**config.mk**
```make
export PLATFORM = sky130hd
export DESIGN_NAME = seq_det_ctrl
export DESIGN_NICKNAME = d
export VERILOG_FILES = /design/src/rtl/seq_det_pkg.sv /design/src/rtl/seq_match_core.sv /design/src/rtl/seq_det_ctrl.sv
export SDC_FILE = /design/constraint.sdc
export NUM_CORES = 1
export LEC_CHECK = 0
export CAP_MARGIN = 10
export CORE_ASPECT_RATIO = 2
export CORE_UTILIZATION = 48
export CTS_BUF_LIST = sky130_fd_sc_hd__clkbuf_16
export DETAILED_ROUTE_END_ITERATION = 8
export PLACE_DENSITY_LB_ADDON = 0.12
export SYNTH_ARGS = -nofsm -noshare
export SYNTH_HDL_FRONTEND = slang
export SYNTH_SLANG_ARGS = --single-unit
```
**constraint.sdc**
```tcl
create_clock -name clk -period 3.1 [get_ports clk]
set_clock_uncertainty 0.2 [all_clocks]
set_input_delay 0.62 -clock clk [delete_from_list [all_inputs] [get_ports clk]]
set_output_delay 0.62 -clock clk [all_outputs]
set_load 0.03 [all_outputs]
```
**src/rtl/seq_det_pkg.sv**
```systemverilog
// Shared constants for the programmable serial pattern detector:
// default widths and the one-hot controller state encoding.
package seq_det_pkg;

   localparam int PAT_W_DEF = 8;
   localparam int LEN_W_DEF = 4;
   localparam int CNT_W_DEF = 8;

   localparam int ST_W = 3;
   localparam logic [ST_W-1:0] ST_IDLE = 3'b001;
   localparam logic [ST_W-1:0] ST_RUN  = 3'b010;
   localparam logic [ST_W-1:0] ST_DONE = 3'b100;

endpackage

```
**src/rtl/seq_match_core.sv**
```systemverilog
// Serial matcher: shifts valid bits into a history register, tracks how many
// usable bits it holds, and flags a match on the bit being sampled.
module seq_match_core #(
   parameter int PAT_W = 8,
   parameter int LEN_W = 4
) (
   input  logic             clk,
   input  logic             rst,
   input  logic             clr,
   input  logic             valid,
   input  logic             data_in,
   input  logic [PAT_W-1:0] pattern,
   input  logic [LEN_W-1:0] len,
   input  logic             overlap,
   output logic             match
);

   logic [PAT_W-1:0] hist;
   logic [PAT_W-1:0] hist_next;
   logic [PAT_W-1:0] mask;
   logic [LEN_W-1:0] fill;
   logic [LEN_W-1:0] fill_next;

   always_comb begin
      mask = '0;
      for (int i = 0; i < PAT_W; i++) begin
         mask[i] = (i < int'(len));
      end
      hist_next = {hist[PAT_W-2:0], data_in};
      fill_next = (fill >= len) ? len : fill + LEN_W'(1);
      match     = valid && (fill_next == len) &&
                  ((hist_next & mask) == (pattern & mask));
   end

   // NOTE: state registers use non-blocking assignments so every flop samples pre-edge values.
   always_ff @(posedge clk or posedge rst) begin
      if (rst) begin
         hist <= '0;
         fill <= '0;
      end else if (clr) begin
         hist <= '0;
         fill <= '0;
      end else if (valid) begin
         hist <= hist_next;
         // Non-overlapping mode must collect a whole fresh pattern after a hit.
         fill <= (match && !overlap) ? '0 : fill_next;
      end
   end

endmodule

```
**src/rtl/seq_det_ctrl.sv**
```systemverilog
// Pattern-detection controller: config registers, IDLE/RUN/DONE sequencing,
// match counting and the registered status pulses around seq_match_core.
module seq_det_ctrl
   import seq_det_pkg::*;
#(
   parameter int PAT_W = PAT_W_DEF,
   parameter int LEN_W = LEN_W_DEF,
   parameter int CNT_W = CNT_W_DEF
) (
   input  logic             clk,
   input  logic             rst,
   input  logic             cfg_we,
   input  logic [PAT_W-1:0] cfg_pattern,
   input  logic [LEN_W-1:0] cfg_len,
   input  logic             cfg_overlap,
   input  logic [CNT_W-1:0] cfg_target,
   input  logic             start,
   input  logic             abort,
   input  logic             valid,
   input  logic             data_in,
   output logic             busy,
   output logic             pat_dec,
   output logic             done,
   output logic             cfg_err,
   output logic [CNT_W-1:0] match_cnt
);

   logic [ST_W-1:0]  state;
   logic [PAT_W-1:0] pattern_r;
   logic [LEN_W-1:0] len_r;
   logic             overlap_r;
   logic [CNT_W-1:0] target_r;

   logic in_idle;
   logic in_run;
   logic cfg_ok;
   logic accept;
   logic match;
   logic hit;
   logic reached;

   assign in_idle = (state == ST_IDLE);
   assign in_run  = (state == ST_RUN);
   assign busy    = in_run;
   assign done    = (state == ST_DONE);

   assign cfg_ok  = (len_r != '0) && (len_r <= LEN_W'(PAT_W)) && (target_r != '0);
   assign accept  = in_idle && start && cfg_ok;
   assign hit     = in_run && match && !abort;
   assign reached = hit && ((match_cnt + CNT_W'(1)) == target_r);

   seq_match_core #(
      .PAT_W (PAT_W),
      .LEN_W (LEN_W)
   ) u_core (
      .clk     (clk),
      .rst     (rst),
      .clr     (accept),
      .valid   (in_run && valid),
      .data_in (data_in),
      .pattern (pattern_r),
      .len     (len_r),
      .overlap (overlap_r),
      .match   (match)
   );

   always_ff @(posedge clk or posedge rst) begin
      if (rst) begin
         state     <= ST_IDLE;
         pattern_r <= '0;
         len_r     <= '0;
         overlap_r <= 1'b0;
         target_r  <= '0;
         match_cnt <= '0;
         pat_dec   <= 1'b0;
         cfg_err   <= 1'b0;
      end else begin
         pat_dec <= 1'b0;
         cfg_err <= 1'b0;
         case (state)
            ST_IDLE: begin
               // An accepted start runs on the old config, so a coincident write is dropped.
               if (cfg_we && !accept) begin
                  pattern_r <= cfg_pattern;
                  len_r     <= cfg_len;
                  overlap_r <= cfg_overlap;
                  target_r  <= cfg_target;
               end
               if (start) begin
                  if (cfg_ok) begin
                     state     <= ST_RUN;
                     match_cnt <= '0;
                  end else begin
                     cfg_err <= 1'b1;
                  end
               end
            end
            ST_RUN: begin
               if (abort) begin
                  state <= ST_IDLE;
               end else if (hit) begin
                  pat_dec   <= 1'b1;
                  match_cnt <= match_cnt + CNT_W'(1);
                  if (reached) state <= ST_DONE;
               end
            end
            ST_DONE: state <= ST_IDLE;
            default: state <= ST_IDLE;
         endcase
      end
   end

endmodule

```
# --- Word level (Yosys, flattened, before mapping) ---
# Cells that the tools add are included.
totals:
  register_bits: 45
  latch_bits: 0
  ramBits: 0
  mem_bits_ro: 0
  elab_cells: 81
  n_memories: 0
classes:
  add_sub_neg: 2
  n_mul: 0
  div: 0
  n_lt_le_gt_ge: 10
  eq_ne: 12
  shift: 0
  n_mux: 23
  bitwise_logic: 2
  reduce_logical: 22
ops:
  columns: ["operator", "n"]
  rows:
  - ["8-bit 2-to-1 mux", 4]
  - ["8-bit bitwise AND", 2]
  - ["8-bit == test", 2]
  - ["3-bit by 4-bit < comparator with 1-bit output, first input constant", 4]
  - ["4-bit 2-to-1 mux", 4]
  - ["8-bit case mux with 2 select lines", 1]
  - ["3-bit 2-to-1 mux", 5]
  - ["7-bit 2-to-1 mux", 2]
  - ["1-bit logical AND", 12]
  - ["8-bit by 1-bit adder with 8-bit output, second input constant", 1]
  - ["1-bit by 4-bit < comparator with 1-bit output, first input constant", 2]
  - ["2-bit by 4-bit < comparator with 1-bit output, first input constant", 2]
  - ["8-bit nonzero test", 1]
  - ["1-bit 2-to-1 mux", 6]
  - ["3-bit by 2-bit != test with 1-bit output, second input constant", 2]
  - ["3-bit case mux with 2 select lines", 1]
  - ["5-bit AND reduction", 1]
  - ["4-bit by 1-bit adder with 4-bit output, second input constant", 1]
  - ["4-bit == test", 1]
  - ["4-bit >= comparator", 1]
  - ["4-bit <= comparator, second input constant", 1]
  - ["2-bit by 1-bit != test with 1-bit output, second input constant", 2]
  - ["2-bit != test, second input constant", 2]
  - ["4-bit AND reduction", 1]
  - ["7 further kinds", 10]

# --- Longest topological paths before layout ---
depth:
  ltp_word: 12
  mapped_depth: 10
  ltp_nobuf: 9

# --- Hierarchy ---
# Synthesis repeated with hierarchy kept, for this count alone.
hier_totals:
  hier_cells: 235
  area_unflattened_um2: 2557.5
by_module_without_submodules:
  columns: ["module", "instances", "cells_each", "area_each_um2", "seq_area_each_um2"]
  rows:
  - ["seq_det_ctrl", 1, 137, 1627.8, 852.1]
  - ["seq_match_core", 1, 98, 929.6, 275.3]

# --- Worst setup path before layout ---
# OpenSTA, ideal clock, no wires.
synth_timing:
  path_kind: "register to register"
  from: "register len_r[0]"
  to: "register match_cnt[7]"
  setup_time_ps: 69
  arrival_ps: 2672
  required_time_ps: 2831
  slack_ps: 159
  path_stages_with_launch: 10
  synth_period_minus_slack_ps: 2941
  path_cell_list: "dfrtp_1 buf_6 or4b_4 a2111oi_4 a21oi_1 a2bb2oi_1 or4_1 buf_2 or4_1 nand3_1"
synth_between:
  elab_chain_len: 9
  word_cells_on_any_way: 25
  classes_between: "10 x order compare; 4 x eq/ne; 1 x mux; 2 x bitwise; 8 x reduce/logical"
synth_lines:
  columns: ["item", "line", "source"]
  rows:
  - ["from (decl)", "seq_det_ctrl.sv:30", "logic [LEN_W-1:0] len_r;"]
  - ["from (signal assigned)", "seq_det_ctrl.sv:85", "len_r <= cfg_len;"]
  - ["4-bit >= comparator", "seq_match_core.sv:30", "fill_next = (fill >= len) ? len : fill + LEN_W'(1);"]
  - ["4-bit 2-to-1 mux", "seq_match_core.sv:30", null]
  - ["4-bit == test", "seq_match_core.sv:31", "match = valid && (fill_next == len) &&"]
  - ["1-bit logical AND (2 in a row)", "seq_match_core.sv:31", null]
  - ["1-bit logical AND (2 in a row)", "seq_det_ctrl.sv:49", "assign hit = in_run && match && !abort;"]
  - ["2-bit by 1-bit != test with 1-bit output (no source line)", null, null]
  - ["5-bit AND reduction (no source line) (*)", null, null]
  - ["to (signal assigned)", "seq_det_ctrl.sv:103", "match_cnt <= match_cnt + CNT_W'(1);"]
  - ["to (decl)", "seq_det_ctrl.sv:25", "output logic [CNT_W-1:0] match_cnt"]
# Mark *: on every way between the ends. The rest lies on a longest branch, timed or not.
# A chain may end at the register's enable or synchronous reset.

# --- Final worst setup path ---
# Ends and elaborated chain as after synthesis.

==> results.json <==
{
  "status": "complete, no violations",
  "ctsRootBufferMaster": "clkbuf_16",
  "drt_wl_total_mm": 6.25,
  "nFillCells": 449,
  "ir_drop_mv": 0.547,
  "end_kind": "register",
  "netlist_area_sq_um": 2520,
  "reg2reg_depth": 6,
  "start_util_pct": 49.5,
  "ys_types": 51,
  "dp_hpwl_mm": 4.75,
  "critPathKind": "reg -> reg",
  "synth_top_area_share_pct": 43.7,
  "area_growth_pct": 26.7,
  "yosys_warnings": 0,
  "drc_errors": 0,
  "ant_nets": 0,
  "yosys_most_used_dff": "dfrtp_1",
  "max_freq_ghz": 0.344,
  "post_cts_resized": 0,
  "start_kind": "register",
  "rr_startpoint": "len_r[0]",
  "dp.cells": 351,
  "portBuffers": 39,
  "cp_common_cell": "or4_1",
  "startpoint": "len_r[0]",
  "synth_largest_area_cell": "dfrtp_1",
  "num_io_pins": 40,
  "slowest_delay_ns": 0.62,
  "synth_fp_nets": 281,
  "fin_cells": 359,
  "die_y_um": 104,
  "drive_gt1_share_pct": 17.6,
  "htreeDepth": 2,
  "maxCapViolCount": 0,
  "grt_max_degree": 46,
  "maxSlewHeadroom_pct": 61.4,
  "rsz0062_at_grt": "false",
  "grt_pass1_vias": 2123,
  "report.final.slew_viol_count": 0,
  "fin_nets": 334,
  "synth_edf_count": 0,
  "cpLargestDelayFamily": "simple AND/OR/NAND/NOR gates",
  "cts.sinks": 45,
  "vias": 2027,
  "dieWidth_um": 53.2,
  "synth_area_leaders": "dfrtp_1, mux2_2, nand2_1",
  "cp_slowest_cell": "or4_1",
  "whs_ns": 0.321,
  "leakagePower_uw": 0.00142,
  "setup_tns_ns": 0,
  "grt_usage_pct": 25.5,
  "clockBufferDepth": 2,
  "critical_path_buf_inv_count": 0,
  "place_congestion": 0.791,
  "cts_tree": "yes",
  "synth-async-reset-ratio_pct": 100,
  "worstPathRequired_ns": 3.13,
  "drt_iter0_drc": 40,
  "die-area_sq_um": 5560,
  "total_power_uw": 2450,
  "finalHoldViolations": 0,
  "critPathMaxFanout": 4,
  "core_sq_um": 5090,
  "min_path_type": "reg -> reg",
  "syn_avg_cell_area_sq_um": 10.2,
  "finalCriticalPeriod_ns": 2.91,
  "finalCritPeriodShare_pct": 93.7,
  "grt_antenna_before_repair": 0,
  "path_clk_slew_ns": 0.06,
  "reg2reg_to": "match_cnt[7]",
  "grt_remaining_overflow": 0,
  "viasPerCell": 5.65,
  "yosysSeqAreaShare_pct": 44.8,
  "worst-path-stages": 6,
  "grt_pass1_wl_mm": 10.0,
  "wl_per_cell_um": 17.4,
  "rows": 37,
  "r2r_slack_ns": 0.19,
  "netlist_instances": 247,
  "cts_hold_buf": 0,
  "power_density_nw_per_um2": 767,
  "setup_viol": 0,
  "ys_seq_elements": 45,
  "cts_setup_buffers": 0,
  "antenna_cells": 0,
  "crit_arrival_ns": 2.93,
  "drtPass1Iterations": 4,
  "cts_made_buffers": 5,
  "clkLatencyLatePin_ns": 0.29,
  "crit_end": "match_cnt[7]",
  "crit_chain": "or4_1 > a222oi_1 > o211ai_1 > or4_1 > or4_1 > nand3_1",
  "worst_slew_pin_slew_ns": 0.579
}
==> final cells by class <==
class                      instances  area (sq um)  share of cell area [%]
multi-input combinational        182          1300                    40.6
timing repair buffer              57           526                    16.5
clock buffer                       5           125                    3.92
tap                               58          72.6                    2.27
inverter                           9          33.8                    1.06
sequential                        45          1130                    35.3
clock inverter                     3          11.3                   0.353
==> cell families after synthesis <==
group           synth area share [%]
simple gates                    16.7
compound gates                  14.6
flops                           44.8
mux                             10.2
xor+xnor                        6.95
buf+inv                         3.78
fa+ha+maj                       2.98
==> stage by stage <==
step                      setup WS, ns  util [%]  instance area (sq um)
after global placement           0.118      60.0                   3060
after detailed placement        0.0551      60.0                   3060
after CTS                        0.217      62.7                   3190
after floorplan                  0.159         -                   2520
final                            0.195      62.7                   3190
after global routing            0.0266      62.7                   3190
==> placed cells by master, fill, tap and decap left out, types with 2 or more instances in the layout <==
master and instances:
a31o_2 2, o211ai_1 2, xnor2_1 9, or2_2 2
nor3b_1 2, mux2_2 22, o31ai_1 2, a21oi_1 9
or4_1 4, and2_1 3, o21ai_0 14, ha_1 6
nor3_1 2, dfrtp_1 44, clkbuf_16 5, nand4_1 2
a32o_1 4, nor2_1 13, inv_1 11, buf_4 18
xor2_1 11, and3_1 2, nand2b_1 3, nand2_1 32
clkdlybuf4s50_1 39, nor4_1 2, a21o_1 6, nand3_1 10
==> per-layer routing <==
| metal | vias up | global-route usage [%] | wire, um |
|---|---|---|---|
| met5 | - | 0 | 0 |
| met4 | 0 | 14.3 | 260 |
| met3 | 16 | 5.26 | 154 |
| met2 | 38 | 45.5 | 3550 |
| met1 | 985 | 25.2 | 2280 |
| li1 | 988 | - | - |
==> cell usage after synthesis (2+ instances only) <==
cell	instances
a21o_1	6
a21oi_1	9
a31o_2	2
a32o_1	4
and2_1	3
and3_1	2
clkbuf_1	5
dfrtp_1	44
ha_1	6
inv_1	9
mux2_2	22
nand2_1	32
nand2b_1	3
nand3_1	10
nand4_1	2
nor2_1	13
nor3_1	2
nor3b_1	2
nor4_1	2
o211ai_1	2
o21ai_0	14
o31ai_1	2
or2_2	2
or4_1	4
xnor2_1	9
xor2_1	11
==> sequential cells by signal (all words and copies together) (netlist names) <==
signal	flops
match_cnt	8
cfg_err	1
overlap_r	1
u_core.hist	7
u_core.fill	4
state	3
pattern_r	8
len_r	4
pat_dec	1
target_r	8
==> worst min path at each step <==
stage                   startpoint              to  slack, ns  cells after the start
finish                   overlap_r       overlap_r       0.32                      1
floorplan                overlap_r       overlap_r       0.27                      1
global route             overlap_r       overlap_r       0.34                      1
CTS                      overlap_r       overlap_r       0.32                      1
detailed placement       overlap_r       overlap_r       0.31                      1
global placement    u_core.hist[1]  u_core.hist[2]       0.30                      2
==> report_power, final <==
part | total (uW) | switching (uW) | internal (uW) | leakage (uW)
logic | 1020 | 496 | 520 | 0.000763
registers | 928 | 167 | 761 | 0.000576
clock network | 503 | 213 | 290 | 0.0000776
Power figures use the tool's default switching activity.
